**src/rtl/instr_encoder.sv**
```systemverilog
`default_nettype none
// ============================================================================
// Module      : instr_encoder
// Description : Encodes instruction descriptions (ALU_R, ADDI, BEQ, J, LW, SW)
//               into 32-bit MIPS words, buffers them in a 2-entry FIFO and
//               tags each emitted word with an incrementing word address.
//               Sticky flags report accepted illegal kinds and address wrap.
// Revision    : 1.0 - initial release
// ============================================================================
module instr_encoder #(
    parameter int ADDR_W = 8
) (
    input  logic              clk,
    input  logic              rst,
    input  logic              in_valid,
    output logic              in_ready,
    input  logic [2:0]        in_kind,
    input  logic [4:0]        in_rs,
    input  logic [4:0]        in_rt,
    input  logic [4:0]        in_rd,
    input  logic [4:0]        in_shamt,
    input  logic [5:0]        in_funct,
    input  logic [15:0]       in_imm,
    input  logic [25:0]       in_target,
    output logic              out_valid,
    input  logic              out_ready,
    output logic [31:0]       out_instr,
    output logic [ADDR_W-1:0] out_addr,
    output logic              err_illegal,
    output logic              addr_wrap
);

    localparam logic [2:0] c_kind_alu_r = 3'd0;
    localparam logic [2:0] c_kind_addi  = 3'd1;
    localparam logic [2:0] c_kind_beq   = 3'd2;
    localparam logic [2:0] c_kind_j     = 3'd3;
    localparam logic [2:0] c_kind_lw    = 3'd4;
    localparam logic [2:0] c_kind_sw    = 3'd5;

    localparam logic [5:0] c_op_r    = 6'h00;
    localparam logic [5:0] c_op_addi = 6'h08;
    localparam logic [5:0] c_op_beq  = 6'h04;
    localparam logic [5:0] c_op_j    = 6'h02;
    localparam logic [5:0] c_op_lw   = 6'h23;
    localparam logic [5:0] c_op_sw   = 6'h2B;

    localparam logic [1:0]        c_cnt_one  = 2'd1;
    localparam logic [1:0]        c_cnt_full = 2'd2;
    localparam logic [ADDR_W-1:0] c_addr_one = {{(ADDR_W-1){1'b0}}, 1'b1};

    // r_mem0 is always the head; r_mem1 only holds data when two words wait.
    logic [31:0]       r_mem0;
    logic [31:0]       r_mem1;
    logic [1:0]        r_count;
    logic [ADDR_W-1:0] r_addr;
    logic              r_err;
    logic              r_wrap;

    logic [31:0]       w_enc;
    logic              w_legal;
    logic              w_full;
    logic              w_accept;
    logic              w_push;
    logic              w_pop;

    // Combinational encoding of the incoming description; kinds 6-7 are illegal.
    always_comb begin
        w_enc   = 32'h0;
        w_legal = 1'b1;
        case (in_kind)
            c_kind_alu_r: w_enc = {c_op_r, in_rs, in_rt, in_rd, in_shamt, in_funct};
            c_kind_addi:  w_enc = {c_op_addi, in_rs, in_rt, in_imm};
            c_kind_beq:   w_enc = {c_op_beq,  in_rs, in_rt, in_imm};
            c_kind_j:     w_enc = {c_op_j, in_target};
            c_kind_lw:    w_enc = {c_op_lw,   in_rs, in_rt, in_imm};
            c_kind_sw:    w_enc = {c_op_sw,   in_rs, in_rt, in_imm};
            default:      w_legal = 1'b0;
        endcase
    end

    // Readiness depends only on FIFO occupancy, never on the consumer.
    assign w_full    = (r_count == c_cnt_full);
    assign in_ready  = !w_full && !rst;
    assign w_accept  = in_valid && in_ready;
    assign w_push    = w_accept && w_legal;
    assign out_valid = (r_count != 2'd0);
    assign w_pop     = out_valid && out_ready;

    assign out_instr   = out_valid ? r_mem0 : 32'h0;
    assign out_addr    = r_addr;
    assign err_illegal = r_err;
    assign addr_wrap   = r_wrap;

    // FIFO storage and occupancy; push+pop only occurs with one entry (never full).
    always_ff @(posedge clk) begin
        if (rst) begin
            r_mem0  <= 32'h0;
            r_mem1  <= 32'h0;
            r_count <= 2'd0;
        end else begin
            case ({w_push, w_pop})
                2'b10: begin
                    if (r_count == 2'd0) begin
                        r_mem0 <= w_enc;
                    end else begin
                        r_mem1 <= w_enc;
                    end
                    r_count <= r_count + c_cnt_one;
                end
                2'b01: begin
                    r_mem0  <= r_mem1;
                    r_mem1  <= 32'h0;
                    r_count <= r_count - c_cnt_one;
                end
                2'b11: begin
                    r_mem0 <= w_enc;
                end
                default: begin
                end
            endcase
        end
    end

    // Word-address counter advances per emitted word; wrap flag is sticky.
    always_ff @(posedge clk) begin
        if (rst) begin
            r_addr <= '0;
            r_wrap <= 1'b0;
        end else if (w_pop) begin
            r_addr <= r_addr + c_addr_one;
            if (&r_addr) begin
                r_wrap <= 1'b1;
            end
        end
    end

    // Sticky illegal-kind flag, set when an illegal request is accepted.
    always_ff @(posedge clk) begin
        if (rst) begin
            r_err <= 1'b0;
        end else if (w_accept && !w_legal) begin
            r_err <= 1'b1;
        end
    end

endmodule
`default_nettype wire

```
**config.mk**
```make
export PLATFORM = sky130hd
export DESIGN_NAME = instr_encoder
export DESIGN_NICKNAME = d
export VERILOG_FILES = /design/src/rtl/instr_encoder.sv
export SDC_FILE = /design/constraint.sdc
export NUM_CORES = 1
export LEC_CHECK = 0
export BUFFER_PORTS_ARGS = -buffer_cell sky130_fd_sc_hd__buf_4
export CELL_PAD_IN_SITES_DETAIL_PLACEMENT = 1
export CELL_PAD_IN_SITES_GLOBAL_PLACEMENT = 1
export CORE_ASPECT_RATIO = 0.5
export CORE_MARGIN = 4
export CORE_UTILIZATION = 38
export CTS_CLUSTER_SIZE = 30
export DETAILED_ROUTE_END_ITERATION = 12
export GPL_TIMING_DRIVEN = 0
export PLACE_DENSITY = 0.84
export SLEW_MARGIN = 20
export SYNTH_ARGS = -nofsm -noshare
export SYNTH_HDL_FRONTEND = slang
export SYNTH_SLANG_ARGS = --single-unit
```
**constraint.sdc**
```tcl
create_clock -name clk -period 3.15 [get_ports clk]
set_input_delay 0.315 -clock clk [delete_from_list [all_inputs] [get_ports clk]]
set_output_delay 0.315 -clock clk [all_outputs]
set_load 0.02 [all_outputs]
```
==> results.cfg, run 1 <==
[place]
place_inst = 725
port_buffers = 115
postPlaceCellArea_um2 = 4980
dp_hpwl_mm = 9.68
globalplace.congestion = 0.779

[worst_setup_path]
crit_fanout = 10
crit_buf_inv = 4
critPathArrivalTime_ps = 3190
endpoint_kind = flop
required_ps = 3400
cp-start-kind = flop
slowest_delay_ps = 420
cpMostUsedCell = clkbuf_1
crit_chain = buf_2, o21ai_2, inv_1, ha_1, clkbuf_1, nor2_2, clkbuf_1, o21ai_0, a311oi_2
critical-path-top-delay-family = buffers and inverters
slowest_stage = clkbuf_1
crit_type = reg2reg

[sta]
finalCritPeriodShare_pct = 93.4
period_needed_ps = 2940
rsz0062_at_grt = no
finalSetupViolCount = 0
slew_headroom_pct = 45.1
maxSlewViolCount = 0
worst_slew_pin_slew_ps = 821
fin_setup_tns_ps = 0
fmax_mhz = 340
finalClockSkew_ps = 4.98
hold_viol_final = 0

[power]
p_leak_uw = 0.00206
powerDensity_nw_per_um2 = 711
finalPower_uw = 3770
vdd_drop_max_v = 0.000325

[yosys]
synth_edf_count = 0
ys_async_sr_fraction_pct = 0
synth_top_family_by_area = compound AO/OA/AOI/OAI gates
synthAdderAreaFrac_pct = 0.952
yosysUniqueCellTypes = 40
netlist_area_um2 = 3940
synth_area_leader_cell = dfxtp_1
synth-compound-area-share_pct = 27.1
synth_mux_area_share_pct = 4.06
synthXorXnorAreaFrac_pct = 1.78
synth_top_cells_by_area = dfxtp_1 (37%), a311oi_2 (9.9%), nand2_1 (5.0%)
syn-num-nets = 553
synth_seq_area_share_pct = 36.5
synth_simple_gate_area_share_pct = 21.9
ys_ff_latch = 72
syn_inst = 475
synth_top_area_share_pct = 36.5
synth-main-ff-cell = dfxtp_1
ys_warn_count = 0
synth_area_per_cell_um2 = 8.30

[global_route]
track_usage_pct = 21.8
grt-ovfl-total = 0
grt_max_degree = 14
grt_pass1_wl_mm = 21.1
antenna_found_initial = 0
grt_pass1_vias = 4147

[final_layout]
stdcell_count = 741
layout_commonest_cell = buf_4
final_nets = 679
drive_gt1_share_pct = 29.9
diodes = 0
syn2layout_area_growth_pct = 34.4
postLayoutCellArea_um2 = 5300
layout_common_cells = buf_4 (120), dfxtp_1 (72), nand2_1 (53)

[job]
drv_cap = 0

[die]
num_rows = 25
die_h_um = 80.0
dieWidth_um = 152
dieArea_um2 = 12200
start_util_pct = 40.4
boundaryPins = 119
core_area_um2 = 9760

[clock_network]
clk_latency_ps = 340
tritoncts = done
postCtsSetupBuffers = 0
cts-root-buf = clkbuf_16
clkTransAtPathRegs_ps = 60
cts_resized = 0
cts.hold.buffers_added = 0
clock_path_buffers = 2
htreeDepth = 3
numCtsBuffers = 9
clock-sinks = 72

[outcome]
status = finished clean

[detailed_routing]
wire_per_inst_um = 17.8
first_pass_iters = 4
drt_wl_total_mm = 13.2
via_per_inst = 5.35
ant_nets = 0
detail_route.iter0.violations = 186
vias = 3964
drc = 0

[min_path]
hold_class = in2reg
[through the flow]
stage	setup slack (ps)	hold WS [ps]	util [%]
final	209	327	54.3
after global routing	37.4	347	54.3
after CTS	107	316	54.3
after detailed placement	119	449	51.0
after global placement	249	440	51.0
after floorplan	737	432	-
[final cells by class]
class                      count  area (µm²)
multi-input combinational    340        2210
clock inverter                 7        96.3
buffer                        40         210
timing repair buffer         115         863
clock buffer                   9         225
inverter                      23        86.3
sequential                    72        1440
fill                        1216        4460
tap                          135         169
[Yosys cell counts (2+ instances only)]
cell and number:
a21oi_1 26, clkbuf_1 22, xnor2_1 5, buf_4 5, or3_1 2, buf_6 4, nor2b_1 31, nor3_1 4
xor2_1 3, a311oi_2 26, o22ai_1 17, o21a_1 2, nand3_1 6, a22oi_1 12, ha_1 3, o21ai_0 31
mux2i_1 16, nand4_1 3, nor3b_1 16, inv_1 23, nor2_1 53, buf_2 9, dfxtp_1 72, a211oi_1 13
o21ai_1 2, nand2_1 53, nand2b_1 3
[cell families (layout without fill, tap and decap cells)]
kind of cell               Yosys count  count (layout)
other                                1               1
adders and majority gates            3               3
AOI/OAI and AO/OA                  136             136
and+or+nand+nor                    176             176
xor gates and xnor gates             8               8
buffers and inverters               63             194
DFF                                 72              72
muxes                               16              16
[power breakdown]
part           total [µW]  leakage, µW  switching, µW  internal, µW
combinational        1470      0.00132            903           568
sequential           1200     0.000588            100          1100
clock                1100     0.000148            407           692
total                3770      0.00206           1410          2360
[final timing paths]
path | start | endpoint | slack, ps | cells after the start
worst max-delay path | r_count[0] | r_mem0[12] | 210 | 9
worst min-delay path | in_kind[2] | r_mem1[26] | 330 | 3
worst max register to register | r_count[0] | r_mem0[12] | 210 | 9
worst min register to register | r_mem1[11] | r_mem1[11] | 460 | 2
[worst min-delay path, cell delays in order]
cell	delay, ps
buf_2	160
nand3_1	80
a21oi_1	50
[per-layer routing]
| metal | part of all wire [%] | global-route usage [%] | vias up |
|---|---|---|---|
| met5 | 0 | 0 | - |
| met4 | 1.7 | 6.73 | 0 |
| met3 | 5.4 | 6.12 | 17 |
| met2 | 48 | 37.2 | 100 |
| met1 | 45 | 27.0 | 1927 |
| li1 | - | - | 1920 |
[sequential cells by signal, summed over array words and instances (netlist names)]
register,flops
out_addr,8
r_count,2
r_mem1,30
err_illegal,1
addr_wrap,1
r_mem0,30
No activity file was read; power rests on OpenSTA's default activity.
==> run 2, diff against run 1 <==
Clock period 3.15 ns to 3.1 ns, I/O delays scaled along.
==> results.cfg, run 2 (same netlist as run 1, synthesis figures left out) <==
[final_layout]
fill_cells = 1215
layout_commonest_cell = buf_4
drive_gt1_share_pct = 30.2
layout_common_cells = buf_4 (120), dfxtp_1 (72), nand2_1 (53)
diodes = 0
seqCellArea_um2 = 1440
utilization_pct = 54.4
multi_input_area_um2 = 2210
final_nets = 679
syn2layout_area_growth_pct = 34.5

[worst_setup_path]
cp-start-kind = flop
crit_fanout = 10
slowest_stage = clkbuf_1
crit_chain = buf_2, o21ai_2, inv_1, ha_1, clkbuf_1, nor2_2, clkbuf_1, o21ai_0, a311oi_2
critPathArrivalTime_ps = 3210
endpoint_kind = flop
cpMostUsedCell = clkbuf_1
crit_type = reg2reg
required_ps = 3350
slowest_delay_ps = 420

[die]
start_util_pct = 40.4
dieWidth_um = 152
boundaryPins = 119
die_h_um = 80.0
core_area_um2 = 9760
num_rows = 25
dieArea_um2 = 12200

[clock_network]
cts_resized = 0
cts-root-buf = clkbuf_16
htreeDepth = 3
tritoncts = done
postCtsSetupBuffers = 0
clkTransAtPathRegs_ps = 60
clock-sinks = 72
clock_path_buffers = 2
clk_latency_ps = 340
cts.hold.buffers_added = 0
numCtsBuffers = 9

[sta]
finalCritPeriodShare_pct = 95.5
fin_hold_ws_ps = 318
finalClockSkew_ps = 5.31
worst_slew_pin_slew_ps = 818
worst_slack_ps = 141
hold_viol_final = 0
maxSlewViolCount = 0
slew_headroom_pct = 45.5
finalSetupViolCount = 0
period_needed_ps = 2960
fmax_mhz = 338
rsz0062_at_grt = no
fin_setup_tns_ps = 0

[global_route]
grt_max_degree = 14
grt_pass1_vias = 4147
track_usage_pct = 21.8
grt_pass1_wl_mm = 21.1
antenna_found_initial = 0
grt-ovfl-total = 0

[detailed_routing]
drc = 0
via_per_inst = 5.36
vias = 3969
wire_per_inst_um = 17.9
m1WireLength_mm = 6.08
detail_route.iter0.violations = 209
drt_wl_total_mm = 13.2
wl_met2_mm = 6.28
routed-wl-met3_um = 622
route.top_layer_used = met4
ant_nets = 0
first_pass_iters = 4

[place]
globalplace.congestion = 0.779
port_buffers = 115
post-place-ws_ps = 69.4
dp_hpwl_mm = 9.68

[power]
p_leak_uw = 0.00206
vdd_drop_max_v = 0.000335
powerDensity_nw_per_um2 = 724

[job]
drv_cap = 0

[outcome]
status = finished clean

[min_path]
hold_class = in2reg
run 2: cell types whose count changed in the layout (fill, tap and decap cells not counted):
cell	change
nor2_1	-2
nor2_2	+2
run 2: layout make-up:
type,instances,area share [%]
timing repair buffer,115,16.3
sequential,72,27.2
clock buffer,9,4.25
inverter,23,1.63
tap,135,3.18
clock inverter,7,1.82
multi-input combinational,340,41.7
buffer,40,3.96
run 2: report_power, final:
group / total [µW] / switching (µW) / internal [µW]
registers: 1220 / 103 / 1120
logic: 1500 / 922 / 578
clock network: 1120 / 416 / 704
total: 3840 / 1440 / 2400
run 2: per-stage QoR:
stage	instance area, µm²	power [µW]	instances
2_1_floorplan	3940	2220	475
3_3_place_gp	4980	2670	725
3_5_place_dp	4980	2720	725
4_1_cts	5300	3860	741
5_1_grt	5310	4060	741
6_report	5310	3840	741
run 2: final timing paths:
check             start          to  slack (ps)  depth (start not counted)
max reg2reg  r_count[0]  r_mem0[12]         140                          9
min reg2reg  r_mem1[11]  r_mem1[11]         460                          2
min          in_kind[2]  r_mem1[26]         320                          3
max          r_count[0]  r_mem0[12]         140                          9
run 2: critical path: cells and delay by family, from the launching register on:
family | cells | cell delay (ps)
simple gates | 1 | 370
fa+ha+maj | 1 | 300
flops | 1 | 290
compound gates | 3 | 820
buf+inv | 4 | 1070
run 2: routing by layer:
metal / vias to the layer above / GRT usage (%)
met1: 1937 / 27.0
met2: 91 / 37.2
li1: 1922 / -
met3: 19 / 6.12
met4: 0 / 6.73
met5: - / 0
